File: src/rtl/tpu_pkg.sv
// Shared types, default sizes and weight-ROM base offsets for the two-layer DNN sequencer.
package tpu_pkg;

    localparam int unsigned IN_SIZE_D  = 1024;
    localparam int unsigned HID_SIZE_D = 64;
    localparam int unsigned OUT_SIZE_D = 10;
    localparam int unsigned ACC_W_D    = 32;
    localparam int unsigned SHIFT_D    = 8;
    localparam int unsigned WADDR_W_D  = 17;

    localparam int unsigned DATA_W     = 8;
    localparam int unsigned IMG_IDX_W  = 10;
    localparam int unsigned ACT_ADDR_W = 6;
    localparam int unsigned CLS_W      = 4;

    typedef enum logic [3:0] {
        ST_IDLE,
        ST_L1_BIAS,
        ST_L1_MAC,
        ST_L1_DRAIN,
        ST_L1_WB,
        ST_L2_BIAS,
        ST_L2_MAC,
        ST_L2_DRAIN,
        ST_L2_CMP,
        ST_DONE
    } state_e;

    // Counter width holding 0..n-1; never narrower than one bit.
    function automatic int unsigned cnt_w(input int unsigned n);
        return (n <= 32'd2) ? 32'd1 : 32'($clog2(n));
    endfunction

    function automatic int unsigned l1_bias_base(input int unsigned in_size,
                                                 input int unsigned hid_size);
        return hid_size * in_size;
    endfunction

    function automatic int unsigned l2_base(input int unsigned in_size,
                                            input int unsigned hid_size);
        return hid_size * in_size + hid_size;
    endfunction

    function automatic int unsigned l2_bias_base(input int unsigned in_size,
                                                 input int unsigned hid_size,
                                                 input int unsigned out_size);
        return l2_base(in_size, hid_size) + out_size * hid_size;
    endfunction

endpackage

File: src/rtl/tpu_requant.sv
// Hidden-layer requantisation: ReLU, arithmetic right shift, saturate to an unsigned byte.
module tpu_requant
    import tpu_pkg::*;
#(
    parameter int unsigned ACC_W = ACC_W_D,
    parameter int unsigned SHIFT = SHIFT_D
) (
    input  logic [ACC_W-1:0]  acc,
    output logic [DATA_W-1:0] act_c
);

    logic signed [ACC_W-1:0] shifted;

    always_comb begin
        shifted = $signed(acc) >>> SHIFT;
        act_c   = '0;
        if (acc[ACC_W-1]) begin
            act_c = '0;
        end else if (|shifted[ACC_W-1:DATA_W]) begin
            act_c = '1;
        end else begin
            act_c = shifted[DATA_W-1:0];
        end
    end

endmodule

File: src/rtl/tpu_layer_sched.sv
// Sequencer for the 1024 -> HID -> 10 DNN: walks neurons/inputs, drives ROM/RAM addresses and
// MAC control, requantises hidden outputs and keeps the running argmax of the output layer.
module tpu_layer_sched
    import tpu_pkg::*;
#(
    parameter int unsigned IN_SIZE  = IN_SIZE_D,
    parameter int unsigned HID_SIZE = HID_SIZE_D,
    parameter int unsigned OUT_SIZE = OUT_SIZE_D,
    parameter int unsigned ACC_W    = ACC_W_D,
    parameter int unsigned SHIFT    = SHIFT_D,
    parameter int unsigned WADDR_W  = WADDR_W_D
) (
    input  logic                  clk,
    input  logic                  iRst,
    input  logic                  start,
    output logic                  busy,
    output logic                  done,
    output logic [CLS_W-1:0]      num_out,
    output logic [IMG_IDX_W-1:0]  img_idx,
    input  logic                  img_bit,
    output logic [WADDR_W-1:0]    w_addr,
    input  logic [DATA_W-1:0]     w_data,
    output logic [DATA_W-1:0]     mac_a,
    output logic                  mac_load,
    output logic                  mac_en,
    input  logic [ACC_W-1:0]      acc,
    output logic                  act_we,
    output logic [ACT_ADDR_W-1:0] act_addr,
    output logic [DATA_W-1:0]     act_wdata,
    input  logic [DATA_W-1:0]     act_rdata
);

    localparam int unsigned IW = cnt_w(IN_SIZE);
    localparam int unsigned HW = cnt_w(HID_SIZE);
    localparam int unsigned OW = cnt_w(OUT_SIZE);

    localparam int unsigned L1_BIAS_BASE = l1_bias_base(IN_SIZE, HID_SIZE);
    localparam int unsigned L2_BASE      = l2_base(IN_SIZE, HID_SIZE);
    localparam int unsigned L2_BIAS_BASE = l2_bias_base(IN_SIZE, HID_SIZE, OUT_SIZE);

    state_e                  state_q, state_d;
    logic [HW-1:0]           n_q, n_d;
    logic [IW-1:0]           i_q, i_d;
    logic [HW-1:0]           j_q, j_d;
    logic [OW-1:0]           k_q, k_d;
    logic [OW-1:0]           idx_q, idx_d;
    logic signed [ACC_W-1:0] best_q, best_d;

    logic                    bit_q, bit_d;
    logic                    l2_q, l2_d;
    logic                    busy_d, done_d, mac_load_d, mac_en_d, act_we_d;
    logic [CLS_W-1:0]        num_out_d;
    logic [IMG_IDX_W-1:0]    img_idx_d;
    logic [WADDR_W-1:0]      w_addr_d;
    logic [ACT_ADDR_W-1:0]   act_addr_d;
    logic [DATA_W-1:0]       req_act;

    // w_data goes straight to the external MAC; the sequencer only supplies its address.
    logic unused_w_data;
    assign unused_w_data = ^w_data;

    tpu_requant #(
        .ACC_W (ACC_W),
        .SHIFT (SHIFT)
    ) u_requant (
        .acc   (acc),
        .act_c (req_act)
    );

    // Next state, counters and argmax.
    always_comb begin
        state_d = state_q;
        n_d     = n_q;
        i_d     = i_q;
        j_d     = j_q;
        k_d     = k_q;
        idx_d   = idx_q;
        best_d  = best_q;
        unique case (state_q)
            ST_IDLE, ST_DONE: begin
                if (start) begin
                    state_d = ST_L1_BIAS;
                    n_d     = '0;
                    i_d     = '0;
                    j_d     = '0;
                    k_d     = '0;
                end
            end
            ST_L1_BIAS: begin
                state_d = ST_L1_MAC;
                i_d     = '0;
            end
            ST_L1_MAC: begin
                if (i_q == IW'(IN_SIZE - 1)) state_d = ST_L1_DRAIN;
                else                         i_d     = i_q + IW'(1);
            end
            ST_L1_DRAIN: state_d = ST_L1_WB;
            ST_L1_WB: begin
                if (n_q == HW'(HID_SIZE - 1)) begin
                    state_d = ST_L2_BIAS;
                    k_d     = '0;
                end else begin
                    state_d = ST_L1_BIAS;
                    n_d     = n_q + HW'(1);
                end
            end
            ST_L2_BIAS: begin
                state_d = ST_L2_MAC;
                j_d     = '0;
            end
            ST_L2_MAC: begin
                if (j_q == HW'(HID_SIZE - 1)) state_d = ST_L2_DRAIN;
                else                          j_d     = j_q + HW'(1);
            end
            ST_L2_DRAIN: state_d = ST_L2_CMP;
            ST_L2_CMP: begin
                // Strict compare: a tie keeps the earlier (lower) class.
                if (k_q == '0 || $signed(acc) > best_q) begin
                    best_d = $signed(acc);
                    idx_d  = k_q;
                end
                if (k_q == OW'(OUT_SIZE - 1)) begin
                    state_d = ST_DONE;
                end else begin
                    state_d = ST_L2_BIAS;
                    k_d     = k_q + OW'(1);
                end
            end
            default: state_d = ST_IDLE;
        endcase
    end

    // Address-side outputs follow the next state so they line up with the state they belong to.
    always_comb begin
        w_addr_d   = '0;
        img_idx_d  = '0;
        act_addr_d = '0;
        act_we_d   = 1'b0;
        unique case (state_d)
            ST_L1_BIAS: w_addr_d = WADDR_W'(L1_BIAS_BASE + 32'(n_d));
            ST_L1_MAC: begin
                w_addr_d  = WADDR_W'(32'(n_d) * IN_SIZE + 32'(i_d));
                img_idx_d = IMG_IDX_W'(i_d);
            end
            ST_L1_WB: begin
                act_we_d   = 1'b1;
                act_addr_d = ACT_ADDR_W'(n_d);
            end
            ST_L2_BIAS: w_addr_d = WADDR_W'(L2_BIAS_BASE + 32'(k_d));
            ST_L2_MAC: begin
                w_addr_d   = WADDR_W'(L2_BASE + 32'(k_d) * HID_SIZE + 32'(j_d));
                act_addr_d = ACT_ADDR_W'(j_d);
            end
            default: ;
        endcase
    end

    // MAC control lags the address by one cycle to meet the ROM's read latency.
    always_comb begin
        mac_load_d = (state_q == ST_L1_BIAS) || (state_q == ST_L2_BIAS);
        mac_en_d   = (state_q == ST_L1_MAC)  || (state_q == ST_L2_MAC);
        l2_d       = (state_q == ST_L2_MAC);
        bit_d      = img_bit;
        busy_d     = (state_q != ST_IDLE) && (state_q != ST_DONE);
        done_d     = (state_q == ST_DONE);
        num_out_d  = (state_q == ST_DONE) ? CLS_W'(idx_q) : '0;
    end

    always_ff @(posedge clk or posedge iRst) begin
        if (iRst) begin
            state_q  <= ST_IDLE;
            n_q      <= '0;
            i_q      <= '0;
            j_q      <= '0;
            k_q      <= '0;
            idx_q    <= '0;
            best_q   <= '0;
            bit_q    <= 1'b0;
            l2_q     <= 1'b0;
            busy     <= 1'b0;
            done     <= 1'b0;
            num_out  <= '0;
            img_idx  <= '0;
            w_addr   <= '0;
            mac_load <= 1'b0;
            mac_en   <= 1'b0;
            act_we   <= 1'b0;
            act_addr <= '0;
        end else begin
            state_q  <= state_d;
            n_q      <= n_d;
            i_q      <= i_d;
            j_q      <= j_d;
            k_q      <= k_d;
            idx_q    <= idx_d;
            best_q   <= best_d;
            bit_q    <= bit_d;
            l2_q     <= l2_d;
            busy     <= busy_d;
            done     <= done_d;
            num_out  <= num_out_d;
            img_idx  <= img_idx_d;
            w_addr   <= w_addr_d;
            mac_load <= mac_load_d;
            mac_en   <= mac_en_d;
            act_we   <= act_we_d;
            act_addr <= act_addr_d;
        end
    end

    // Operand and write data track the external MAC/RAM results, which arrive within the cycle.
    assign mac_a     = mac_en ? (l2_q ? act_rdata : {7'b0, bit_q}) : '0;
    assign act_wdata = (state_q == ST_L1_WB) ? req_act : '0;

endmodule

File: config.mk
export PLATFORM = sky130hd
export DESIGN_NAME = tpu_layer_sched
export DESIGN_NICKNAME = d
export VERILOG_FILES = /design/src/rtl/tpu_pkg.sv /design/src/rtl/tpu_requant.sv /design/src/rtl/tpu_layer_sched.sv
export SDC_FILE = /design/constraint.sdc
export NUM_CORES = 1
export LEC_CHECK = 0
export ABC_AREA = 1
export CORE_MARGIN = 8
export CORE_UTILIZATION = 48
export DETAILED_ROUTE_END_ITERATION = 10
export PLACE_DENSITY = 0.77
export REMOVE_ABC_BUFFERS = 1
export SYNTH_ARGS = -nofsm -noshare
export SYNTH_HDL_FRONTEND = slang
export SYNTH_SLANG_ARGS = --single-unit
File: constraint.sdc
create_clock -name clk -period 3.7 [get_ports clk]
set_clock_uncertainty 0.05 [all_clocks]
set_input_delay 0.74 -clock clk [delete_from_list [all_inputs] [get_ports clk]]
set_output_delay 0.74 -clock clk [all_outputs]
set_load 0.03 [all_outputs]
; Word-level counts from Yosys, hierarchy flattened
; Cells that the tools add are included.
[totals]
regBits = 110
[classes]
n_addsub = 9
n_lt_le_gt_ge = 1
n_eq_ne = 19
muxes = 29
reduce_logical = 10
[ops]
columns = op, n
row1 = one-hot mux 17 bit (4 select lines), 1
row2 = two-way mux 8 bit, 5
row3 = one-hot mux 4 bit (9 select lines), 1
row4 = greater-than comparator 32 bit, 1
row5 = two-way mux 4 bit, 8
row6 = two-way mux 10 bit, 3
row7 = one-hot mux 10 bit (3 select lines), 1
row8 = "equality test 4 x 3 -> 1 bit, second input constant", 7
row9 = two-way mux 6 bit, 4
row10 = one-hot mux 6 bit (2 select lines), 2
row11 = one-hot mux 6 bit (3 select lines), 1
row12 = adder 16 x 10 -> 17 bit, 1
row13 = "adder 17 x 10 -> 17 bit, first input constant", 1
row14 = "adder 17 x 4 -> 17 bit, first input constant", 1
row15 = adder 17 x 6 -> 17 bit, 1
row16 = "adder 17 x 6 -> 17 bit, first input constant", 1
row17 = OR reduction 16 bit, 1
row18 = "adder 6 x 1 -> 6 bit, second input constant", 2
row19 = "equality test 4 x 2 -> 1 bit, second input constant", 3
row20 = "equality test 4 bit, second input constant", 3
row21 = "equality test 6 bit, second input constant", 2
row22 = one-hot mux 4 bit (3 select lines), 1
row23 = "adder 10 x 1 -> 10 bit, second input constant", 1
row24 = "equality test 10 bit, second input constant", 1
row25 = other kinds (11), 15

; Logic depth before layout (Yosys ltp)
; Gate-level depths: netlist of run 1.
[depth]
word_depth = 6
depth_mapped = 21

; Hierarchy
; Synthesis of run 1 repeated with hierarchy kept, for this count alone.
[hier_totals]
hier_cells = 770
hier_area_um2 = 6030.8
[by_module_without_submodules]
columns = mod, n_inst, cells_each, area_each_um2, seq_area_each_um2
row1 = tpu_layer_sched, 1, 723, 5825.6, 2752.6
row2 = tpu_requant, 1, 47, 205.2, 0.0

; Worst setup path before layout of run 1
; No wires, ideal clock.
[synth_path]
kind = input -> register
start = input acc[31]
end = register best_q[0]
arrival_ps = 2281
required_time_ps = 3533
slack_ps = 1252
path_stages = 15
n_path_buf = 1
cell_sequence = ha_1 > nand2_1 > nor2_1 > nand2_1 > nor4_2 > nand2_1 > nand2_1 > nand2_1 > nand2_1 > nand2_1 > nand2_2 > nand2_2 > buf_2 > nand2_1 > nand2_1
[synth_between]
elab_chain_len = 3
[synth_rtl]
columns = element, line_no
row1 = "start, declared", tpu_layer_sched.sv:26  ; input logic [ACC_W-1:0] acc,
row2 = greater-than comparator 32 bit, tpu_layer_sched.sv:118  ; if (k_q == '0 || $signed(acc) > best_q) begin
row3 = logical OR 1 bit, tpu_layer_sched.sv:118
row4 = AND reduction 2 bit (no source line), -
row5 = "end signal, assigned", tpu_layer_sched.sv:196  ; best_q <= best_d;
row6 = "end, declared", tpu_layer_sched.sv:47  ; logic signed [ACC_W-1:0] best_q, best_d;
; Every way passes these cells.
; A chain may end at the register's enable or synchronous reset.

; Worst setup path after layout of run 1
[layout_path]
start = input acc[25]
end = output act_wdata[7]
[layout_between]
elab_chain_len = 4
[layout_rtl]
columns = element, line_no
row1 = OR reduction 16 bit, tpu_requant.sv:19  ; end else if (|shifted[ACC_W-1:DATA_W]) begin
row2 = two-way mux 8 bit, tpu_requant.sv:19
row3 = two-way mux 8 bit, tpu_requant.sv:17  ; if (acc[ACC_W-1]) begin
row4 = two-way mux 8 bit, tpu_layer_sched.sv:213  ; assign act_wdata = (state_q == ST_L1_WB) ? req_act : '0;
row5 = "end, declared", tpu_layer_sched.sv:29  ; output logic [DATA_W-1:0] act_wdata,
; Every way passes these cells.

==> results of run 1 <==
sequential cells by signal (all words and copies together) (netlist names):
register and flops:
best_q 32, w_addr 17, i_q 10, img_idx 10
act_addr 6, j_q 6, n_q 6, idx_q 4
k_q 4, num_out 4, state_q 4, act_we 1
bit_q 1, busy 1, done 1, l2_q 1
mac_en 1, mac_load 1
worst reg2reg max path: stages (launching register included):
cell,delay (ps)
dfrtp_1,510
nor2_4,250
nand2_4,120
inv_2,130
nand2_1,130
nand3_2,130
nor2_1,70
o21ai_1,280
ha_1,220
inv_1,40
nor2_1,140
nor3_1,60
o21ai_0,140
o21ai_2,80
cells by family after synthesis:
family | share of synthesized area, %
buf+inv | 9.52
compound gates | 8.06
fa+ha+maj | 8.32
xor+xnor | 0.149
flops | 46.9
simple gates | 27.0
metal layers:
layer	vias up	share of wire, %
met4	0	2.0
met5	-	0
met3	19	5.6
met1	2323	46
li1	2530	-
met2	110	46
path summary, 6_finish.rpt:
check,to,slack [ps]
max in group asynchronous,i_q[0]$_DFF_PP0_,2040
worst max-delay path,act_wdata[7],150
min in group asynchronous,done$_DFF_PP0_,840
worst min register to register,best_q[3]$_DFFE_PP0P_,420
worst max register to register,w_addr[8]$_DFF_PP0_,1240
worst min-delay path,best_q[3]$_DFFE_PP0P_,420
final cells by class:
| class | count | area share, % |
|---|---|---|
| multi-input combinational | 472 | 34.6 |
| timing repair buffer | 108 | 14.6 |
| sequential | 110 | 37.3 |
| clock inverter | 6 | 1.19 |
| inverter | 133 | 6.83 |
| clock buffer | 9 | 3.05 |
| tap | 147 | 2.49 |
report_power, final:
group | switching [W] | internal (W)
Combinational | 0.00111 | 0.000621
Clock | 0.000431 | 0.000590
Sequential | 0.000158 | 0.00148
what timing repair did:
item | in CTS | in global routing
setup buffers | 0 | 1
endpoints found under the hold margin | 0 | 0
endpoints found under the setup margin | 0 | 8
cells in the final DEF, fill, tap and decap left out, types with 3 or more instances in the layout:
cell type / n
o21ai_1: 3
a21o_1: 3
clkdlybuf4s50_1: 101
nor3_1: 5
o22ai_1: 4
o211ai_1: 4
nor2_1: 62
nand3_1: 62
nand2_1: 181
o21ai_0: 36
a21oi_1: 24
nor2_4: 5
clkbuf_16: 9
ha_1: 39
buf_4: 6
nor4_1: 6
inv_1: 129
dfrtp_1: 110
nand4_1: 9
nand2_2: 3
through the flow:
step           total power, W  instance area [µm²]
6_report              0.00439                 7380
3_3_place_gp          0.00335                 7060
3_5_place_dp          0.00338                 7060
5_1_grt               0.00472                 7380
2_1_floorplan         0.00284                 5810
4_1_cts               0.00442                 7380
==> summary.md, run 1 <==
| Metric | Value |
|---|---|
| Clk sinks | `110` |
| Post-synth top area share | `46.9%` |
| Post-synth top area cell | `dfrtp_1` |
| Area taken by multi-input logic gates | `0.00255 mm²` |
| Yosys reg bits | `110` |
| Number of placed I/O pins | `110` |
| Clock latency on the worst-skew pair | `350 ps` |
| CP cell instances | `clkdlybuf4s50_1, nor4_1, nand4_1, buf_4, o21ai_0, inv_1, clkdlybuf4s50_1` |
| Most frequent cell after synthesis | `nand2_1` |
| Area delta synth->final | `25.9%` |
| CTS Buf Count | `9` |
| Routed wire length | `14100 µm` |
| Unique cell type count in the Yosys netlist | `40` |
| Worst hold start | `best_q[3]$_DFFE_PP0P_` |
| CP Class | `in -> out` |
| Worst Reg-to-Reg Cells | `13` |
| Leakage | `3.86 nW` |
| Max_slew headroom | `50.4%` |
| CP peak stage delay | `590 ps` |
| Register Area | `0.00275 mm²` |
| Final Hold Slack | `422 ps` |
| Layout Utilization | `61.7%` |
| Delay-heaviest family, CP | `buffers and inverters` |
| CP startpoint kind | `input pin` |
| FF-to-FF Start | `state_q[3]$_DFF_PP0_` |
| Warnings, synthesis | `0` |
| Power Dens Cells | `594 mW/mm²` |
| Met3 Resource Use GR | `4.61%` |
| Post-synth EDFFs | `0` |
| WL/cell | `14.3 µm` |
| Worst-path clk slew | `70 ps` |
| CP Data Required Time | `2910 ps` |
| Setup Viol. Count Final | `0` |
| Fin cells | `985` |
| Slew Viols, Final | `0` |
| Crit-path slowest cell | `clkdlybuf4s50_1` |
| Outcome | `finished clean` |
| Vias | `4982` |
| Antenna Nets Post-Route | `0` |
| CTS tree | `yes` |
| Hold Path Class | `reg -> reg` |
| Initial Util | `49.0%` |
| Cell mode on critical path | `clkdlybuf4s50_1` |
| Slew @ Worst Pin | `744 ps` |
| Initial antenna violation count | `0` |
| Peak supply drop | `0.000487 V` |
| Vias in the first global route | `4989` |
| Pre-antenna DRT Iters | `4` |
| Peak Freq | `0.282 GHz` |
| Sequential area share after synthesis | `46.9%` |
| Dpl hpwl | `10400 µm` |
| Synth cell count leaders | `181 x nand2_1, 130 x inv_1, 110 x dfrtp_1, 62 x nand3_1, 62 x nor2_1` |
| Layout fillers | `1048` |
| Cts repair resizes | `0` |
| Nets | `925` |
| Setup TNS Final | `0 ps` |
| Setup slack after placement | `91.8 ps` |
| Max FO, Critical Path | `8` |
| Die H | `127 µm` |
| First-pass GRT wire length | `23700 µm` |
| Crit end category | `output port` |
| Core ar. | `0.0120 mm²` |
| Met1 Usage GRT | `23.0%` |
| CP startpoint | `acc[25]` |
| Endpoints failing hold | `0` |
| Top_reg_cell synth | `dfrtp_1` |
| Rows | `40` |
| Placed insts | `969` |
| GPL Wtd Cong | `0.862` |
| Busiest grt layer | `met2` |
| Die width | `127 µm` |
| Min Tclk post-route | `3550 ps` |
| Vias per cell | `5.06` |
| CTS Root Cell | `clkbuf_16` |
| Port bufs | `101` |
| Met2 Use GR | `29.2%` |
| Synthesized area | `0.00586 mm²` |
| Layout cell share with drive strength beyond 1 | `6.09%` |
| Synth async-reset ratio | `100%` |
| Syn Inst Count | `726` |
| WHS Path Cells | `2` |
| Final Cycle Share | `95.9%` |
| Max Root-Sink Buffers | `2` |
| Syn avg cell area | `8.08 µm²` |
| Initial DRC count | `353` |
| Hold-fix buffers, CTS | `0` |
| Largest net degree at the start of global routing | `61` |
| Maxcap violations | `0` |
| Antenna diodes | `0` |
| WP buf/inv | `4` |
| CP arrival | `2760 ps` |
| DIE AREA | `0.0160 mm²` |
| RSZ-0062 raised after global routing | `no` |
| Levels on crit path | `7` |
| CTS H-tree lvls | `3` |
| Total grt overflow | `0` |
| GRT Util Overall | `18.1%` |
| Fin worst setup slack | `152 ps` |
| Synth top area cells | `dfrtp_1 47%, nand2_1 12%, ha_1 8.3%, inv_1 8.3%, nand3_1 5.3%` |
| DRC violations left | `0` |
(Power assumes the default switching activity.)
==> inputs of run 2 (changes only) <==
CORE_UTILIZATION = 30   (was 48)
CTS_CLUSTER_SIZE = 30   (was unset)
PLACE_DENSITY = unset   (was 0.77)
==> run 2 against run 1 <==
  * Worst setup slack improved by 19 ps
  * Core utilization fell by 23 points
  * Maximum frequency rose by 0.55%
  * Critical endpoint unchanged
  * Highest routed layer unchanged
==> summary.md, run 2 (same netlist as run 1, synthesis figures left out) <==
| Metric | Value |
|---|---|
| Outcome | `finished clean (unchanged)` |
| Die width | `156 µm (was 127 µm)` |
| Reg2Reg Setup Slack | `1240 ps (about the same)` |
| Top reg by flops | `best_q (unchanged)` |
| Number of flip-flops in the largest register | `32 (unchanged)` |
| Area delta synth->final | `28.5% (was 25.9%)` |
| Endpoints failing hold | `0 (unchanged)` |
| DRC violations left | `0 (unchanged)` |
| Reg power frac | `37.6% (was 37.2%)` |
| Initial Util | `30.3% (was 49.0%)` |
| Largest net degree at the start of global routing | `64 (was 61)` |
| Setup Fix Bufs, Post-CTS | `0 (unchanged)` |
| Final Cycle Share | `95.4% (was 95.9%)` |
| Commonest non-fill, non-tap cell in the layout | `nand2_1 (unchanged)` |
| RR Endpoint | `w_addr[2]$_DFF_PP0_ (was w_addr[8]$_DFF_PP0_)` |
| Setup Viol. Count Final | `0 (unchanged)` |
| CTS Buf Count | `9 (unchanged)` |
| CP Class | `in -> out (unchanged)` |
| CTS Root Cell | `clkbuf_16 (unchanged)` |
| GRT Util Overall | `12.8% (was 18.1%)` |
| Min Tclk post-route | `3530 ps (was 3550 ps)` |
| Layout fillers | `1974 (was 1048)` |
| Max_slew headroom | `45.7% (was 50.4%)` |
| Power Internal | `0.00257 W (was 0.00269 W)` |
| Core ar. | `0.0193 mm² (was 0.0120 mm²)` |
| Crit end category | `output port (unchanged)` |
| Die H | `156 µm (was 127 µm)` |
| CP startpoint kind | `input pin (unchanged)` |
| DIE AREA | `0.0243 mm² (was 0.0160 mm²)` |
| FF-to-FF Start | `state_q[3]$_DFF_PP0_ (unchanged)` |
| Worst Reg-to-Reg Cells | `10 (was 13)` |
| Total grt overflow | `0 (unchanged)` |
| Gate power share | `39.9% (was 39.5%)` |
| RSZ-0062 raised after global routing | `no (unchanged)` |
| CTS tree | `yes (unchanged)` |
| Switching pwr | `0.00178 W (was 0.00170 W)` |
| Antenna Nets Post-Route | `0 (unchanged)` |
| Largest regs | `best_q x32, w_addr x17 (unchanged)` |
| Dpl hpwl | `11000 µm (was 10400 µm)` |
| Port bufs | `101 (unchanged)` |
| Worst-path clk slew | `70 ps (about the same)` |
| Worst hold start | `best_q[26]$_DFFE_PP0P_ (was best_q[3]$_DFFE_PP0P_)` |
| Most frequent cells in the layout | `181 x nand2_1, 129 x inv_1, 110 x dfrtp_1 (unchanged)` |
| Hold Path Class | `reg -> reg (unchanged)` |
| CP Data Required Time | `2910 ps (about the same)` |
| Final Total Pwr | `0.00436 W (was 0.00439 W)` |
| Clock Power Share | `22.6% (was 23.3%)` |
| Max Root-Sink Buffers | `2 (unchanged)` |
| Vias in the first global route | `4999 (was 4989)` |
| Peak supply drop | `0.000313 V (was 0.000487 V)` |
| Antenna diodes | `0 (unchanged)` |
| Slew Viols, Final | `0 (unchanged)` |
| Routed wire length | `15000 µm (was 14100 µm)` |
| WHS Path Cells | `2 (unchanged)` |
| Hold-fix buffers, CTS | `0 (unchanged)` |
| Endpoint, Worst Hold | `best_q[26]$_DFFE_PP0P_ (was best_q[3]$_DFFE_PP0P_)` |
| Pre-antenna DRT Iters | `4 (unchanged)` |
| Number of placed I/O pins | `110 (unchanged)` |
| Vias | `4898 (was 4982)` |
| First-pass GRT wire length | `24900 µm (was 23700 µm)` |
| Initial DRC count | `219 (was 353)` |
| Cts repair resizes | `0 (unchanged)` |
| GPL Wtd Cong | `0.816 (was 0.862)` |
| Maxcap violations | `0 (unchanged)` |
| Initial antenna violation count | `0 (unchanged)` |
| Layout cell share with drive strength beyond 1 | `6.42% (was 6.09%)` |
| Area taken by multi-input logic gates | `0.00255 mm² (unchanged)` |
| Vias per cell | `4.43 (was 5.06)` |
| Clock latency on the worst-skew pair | `360 ps (was 350 ps)` |
| Rows | `51 (was 40)` |
| Clk sinks | `110 (unchanged)` |
| Power Dens Cells | `578 mW/mm² (was 594 mW/mm²)` |
| WL/cell | `13.6 µm (was 14.3 µm)` |
| Setup TNS Final | `0 ps (unchanged)` |
| Net Sw Frac | `40.9% (was 38.7%)` |
| Register Area | `0.00275 mm² (unchanged)` |
| Max FO, Critical Path | `8 (unchanged)` |
| Leakage | `3.86 nW (about the same)` |
| Slew @ Worst Pin | `814 ps (was 744 ps)` |
| CTS H-tree lvls | `3 (unchanged)` |
| Peak Freq | `0.283 GHz (was 0.282 GHz)` |
| Nets | `927 (was 925)` |
| CP arrival | `2740 ps (was 2760 ps)` |
run 2: changes by cell type in the layout (fill, tap and decap cells not counted):
cell,previous run,this run
inv_8,0,2
clkinv_8,0,2
buf_4,6,8
clkinv_2,2,1
bufinv_16,2,0
run 2: final cells by class:
type | instances | area share, %
clock buffers | 9 | 2.99
clock inverters | 7 | 1.03
inverters | 133 | 6.69
multi-input cells | 472 | 33.9
flip-flops and latches | 110 | 36.5
well taps | 265 | 4.40
repair buffers | 110 | 14.5
run 2: worst max path at each step:
stage	endpoint	slack, ps	startpoint	cells after the start
finish	act_wdata[7]	170	acc[25]	8
global placement	act_wdata[3]	170	acc[25]	8
detailed placement	act_wdata[7]	170	acc[25]	8
global route	act_wdata[3]	20	acc[25]	8
CTS	act_wdata[7]	150	acc[25]	8
floorplan	act_addr[0]$_DFF_PP0_	8	iRst	1
run 2: worst max-delay path, stage by stage:
cell and delay (ps):
clkdlybuf4s50_1 480, nor4_1 310, buf_4 160, nand4_1 90
buf_4 180, o21ai_0 140, inv_1 50, clkdlybuf4s50_1 590
run 2: metal layers:
layer | up-vias | track usage [%] | share of wire (%) | wire length [µm]
li1 | 2522 | - | - | -
met1 | 2268 | 16.8 | 48 | 7260
met2 | 98 | 20.6 | 45 | 6760
met3 | 10 | 3.30 | 5.6 | 847
met4 | 0 | 3.37 | 1.1 | 158
met5 | - | 0 | 0 | 0
run 2: power by group through the flow:
stage | clock, W | sequential [W] | combinational (W)
floorplan | 0 | 0.00175 | 0.00108
global placement | 0 | 0.00165 | 0.00173
detailed placement | 0 | 0.00165 | 0.00175
CTS | 0.00102 | 0.00164 | 0.00176
global route | 0.00106 | 0.00167 | 0.00198
finish | 0.000983 | 0.00164 | 0.00174
run 2: stage by stage:
stage	setup WS (ps)	cell area, µm²	hold WS [ps]	utilization, %	cells
finish	172	7540	423	39.0	1106
global route	19.0	7540	441	39.0	1106
CTS	150	7540	427	39.0	1106
detailed placement	167	7230	409	37.4	1090
global placement	172	7230	404	37.4	1090
floorplan	7.70	5810	392	-	715
==> inputs of run 3 (changes only) <==
==> constraint.sdc (replaced) <==
create_clock -name clk -period 3.7 [get_ports clk]
set_clock_uncertainty 0.05 [all_clocks]
set_input_delay 0.37 -clock clk [delete_from_list [all_inputs] [get_ports clk]]
set_output_delay 0.37 -clock clk [all_outputs]
set_load 0.03 [all_outputs]
==> run 3 against run 2 <==
  * Die area did not move
  * Non-clock buffer count decreased by 6
  * Critical path depth shrank 2
  * Flip-flop and latch count did not move
  * Sequential power hardly changed
  * Total power is 0.79% lower
  * Via count down 0.33%
  * Wire length shrank 0.93%
  * Register-to-register slack lost 50 ps
  * Largest power group unchanged
==> summary.md, run 3 (same netlist as run 1, synthesis figures left out) <==
| Metric | Value |
|---|---|
| Max_slew headroom | `51.0% (was 45.7%)` |
| Hold Path Class | `in -> async (was reg -> reg)` |
| GRT Util Overall | `12.8% (about the same)` |
| Area taken by multi-input logic gates | `0.00255 mm² (unchanged)` |
| CTS Buf Count | `9 (unchanged)` |
| Antenna diodes | `0 (unchanged)` |
| Worst-path clk slew | `80 ps (was 70 ps)` |
| Rows | `51 (unchanged)` |
| Clock latency on the worst-skew pair | `360 ps (about the same)` |
| Die H | `156 µm (unchanged)` |
| Layout cell share with drive strength beyond 1 | `5.64% (was 6.42%)` |
| CP Data Required Time | `3280 ps (was 2910 ps)` |
| Total grt overflow | `0 (unchanged)` |
| Antenna Nets Post-Route | `0 (unchanged)` |
| Dpl hpwl | `10900 µm (was 11000 µm)` |
| Power Dens Cells | `578 mW/mm² (about the same)` |
| Leakage | `3.83 nW (was 3.86 nW)` |
| Final Hold Slack | `371 ps (was 423 ps)` |
| Worst Reg-to-Reg Cells | `15 (was 10)` |
| CP startpoint kind | `register (was input pin)` |
| Setup Fix Bufs, Post-CTS | `0 (unchanged)` |
| CP Class | `reg -> out (was in -> out)` |
| Max Root-Sink Buffers | `2 (unchanged)` |
| Power Internal | `0.00257 W (about the same)` |
| Setup Viol. Count Final | `0 (unchanged)` |
| CTS Root Cell | `clkbuf_16 (unchanged)` |
| GPL Wtd Cong | `0.824 (was 0.816)` |
| Min Tclk post-route | `2950 ps (was 3530 ps)` |
| Top reg by flops | `best_q (unchanged)` |
| CTS H-tree lvls | `3 (unchanged)` |
| Register Area | `0.00275 mm² (unchanged)` |
| DIE AREA | `0.0243 mm² (unchanged)` |
| Area delta synth->final | `27.5% (was 28.5%)` |
| Crit end category | `output port (unchanged)` |
| Peak supply drop | `0.000355 V (was 0.000313 V)` |
| Initial Util | `30.3% (unchanged)` |
| WL/cell | `13.5 µm (was 13.6 µm)` |
| Reg2Reg Setup Slack | `1190 ps (was 1240 ps)` |
| Cts repair resizes | `0 (unchanged)` |
| Max FO, Critical Path | `8 (unchanged)` |
| Initial antenna violation count | `0 (unchanged)` |
| Vias per cell | `4.44 (was 4.43)` |
| Port bufs | `101 (unchanged)` |
| Commonest non-fill, non-tap cell in the layout | `nand2_1 (unchanged)` |
| Endpoints failing hold | `0 (unchanged)` |
| Vias in the first global route | `4906 (was 4999)` |
| Nets | `921 (was 927)` |
| Largest regs | `best_q x32, w_addr x17 (unchanged)` |
| Routed wire length | `14900 µm (was 15000 µm)` |
| CP arrival | `2530 ps (was 2740 ps)` |
| Initial DRC count | `191 (was 219)` |
| Gate power share | `40.0% (was 39.9%)` |
| Pre-antenna DRT Iters | `4 (unchanged)` |
| Die width | `156 µm (unchanged)` |
| CP Capture Point | `act_wdata[3] (was act_wdata[7])` |
| Final Cycle Share | `79.7% (was 95.4%)` |
| Vias | `4882 (was 4898)` |
| RR Endpoint | `best_q[23]$_DFFE_PP0P_ (was w_addr[2]$_DFF_PP0_)` |
| RSZ-0062 raised after global routing | `no (unchanged)` |
| Number of placed I/O pins | `110 (unchanged)` |
| DRC violations left | `0 (unchanged)` |
| Placed insts | `1084 (was 1090)` |
| Layout fillers | `1992 (was 1974)` |
| Most frequent cells in the layout | `181 x nand2_1, 129 x inv_1, 110 x dfrtp_1 (unchanged)` |
| First-pass GRT wire length | `24700 µm (was 24900 µm)` |
| Reg power frac | `37.8% (was 37.6%)` |
| Maxcap violations | `0 (unchanged)` |
| CTS tree | `yes (unchanged)` |
| Largest net degree at the start of global routing | `70 (was 64)` |
| Layout Utilization | `38.7% (was 39.0%)` |
| Clock Power Share | `22.2% (was 22.6%)` |
| Outcome | `finished clean (unchanged)` |
| Setup TNS Final | `0 ps (unchanged)` |
| Slew Viols, Final | `0 (unchanged)` |
| Number of flip-flops in the largest register | `32 (unchanged)` |
| Net Sw Frac | `40.6% (was 40.9%)` |
| Switching pwr | `0.00175 W (was 0.00178 W)` |
| Core ar. | `0.0193 mm² (unchanged)` |
| CP startpoint | `state_q[3]$_DFF_PP0_ (was acc[25])` |
| Slew @ Worst Pin | `732 ps (was 814 ps)` |
| FF-to-FF Start | `best_q[31]$_DFFE_PP0P_ (was state_q[3]$_DFF_PP0_)` |
| Hold-fix buffers, CTS | `0 (unchanged)` |
| Fin cells | `1099 (was 1106)` |
| Peak Freq | `0.339 GHz (was 0.283 GHz)` |
| Clk sinks | `110 (unchanged)` |
-- run 3: cell count changes in the layout (fill, tap and decap cells not counted), sizes merged --
cell / before / now
inv: 135 / 137
clkinv: 5 / 2
buf: 9 / 3
-- run 3: power by group through the flow --
stage | clock network (W) | registers, W | logic [W]
after global routing | 0.00105 | 0.00167 | 0.00197
after floorplan | 0 | 0.00175 | 0.00108
final | 0.000958 | 0.00164 | 0.00173
after global placement | 0 | 0.00165 | 0.00173
after detailed placement | 0 | 0.00165 | 0.00174
after CTS | 0.00100 | 0.00164 | 0.00176
-- run 3: worst max-delay path: stages (launching register included) --
cell and delay (ps):
dfrtp_1 520, nor2_4 240, nand2_4 120, nor2_1 380, o21ai_0 160, inv_1 70
clkdlybuf4s50_1 670
-- run 3: how the worst min path moves through the flow --
stage / from / endpoint / cells past startpoint
2_1_floorplan: img_bit / bit_q$_DFF_PP0_ / 0
3_3_place_gp: best_q[1]$_DFFE_PP0P_ / best_q[1]$_DFFE_PP0P_ / 2
3_5_place_dp: idx_q[1]$_DFFE_PP0P_ / idx_q[1]$_DFFE_PP0P_ / 2
4_1_cts: img_bit / bit_q$_DFF_PP0_ / 1
5_1_grt: img_bit / bit_q$_DFF_PP0_ / 1
6_report: iRst / best_q[31]$_DFFE_PP0P_ / 2
-- run 3: through the flow --
step	cell area, µm²	total power, W	setup slack [ps]
finish	7480	0.00432	751
detailed placement	7190	0.00340	618
CTS	7480	0.00440	700
global placement	7190	0.00338	619
global route	7480	0.00469	480
floorplan	5810	0.00284	378
-- run 3: layout make-up --
cell class              count  share of cell area [%]
flip-flops and latches    110                    36.8
multi-input cells         472                    34.1
clock buffers               9                    3.01
clock inverters             6                   0.870
repair buffers            104                    14.0
inverters                 133                    6.74
well taps                 265                    4.43
-- run 3: per-layer routing --
layer  track usage [%]  wire [µm]
met1              16.4       7130
met2              20.6       6620
met3              3.38        864
met4              4.30        267
met5                 0          0
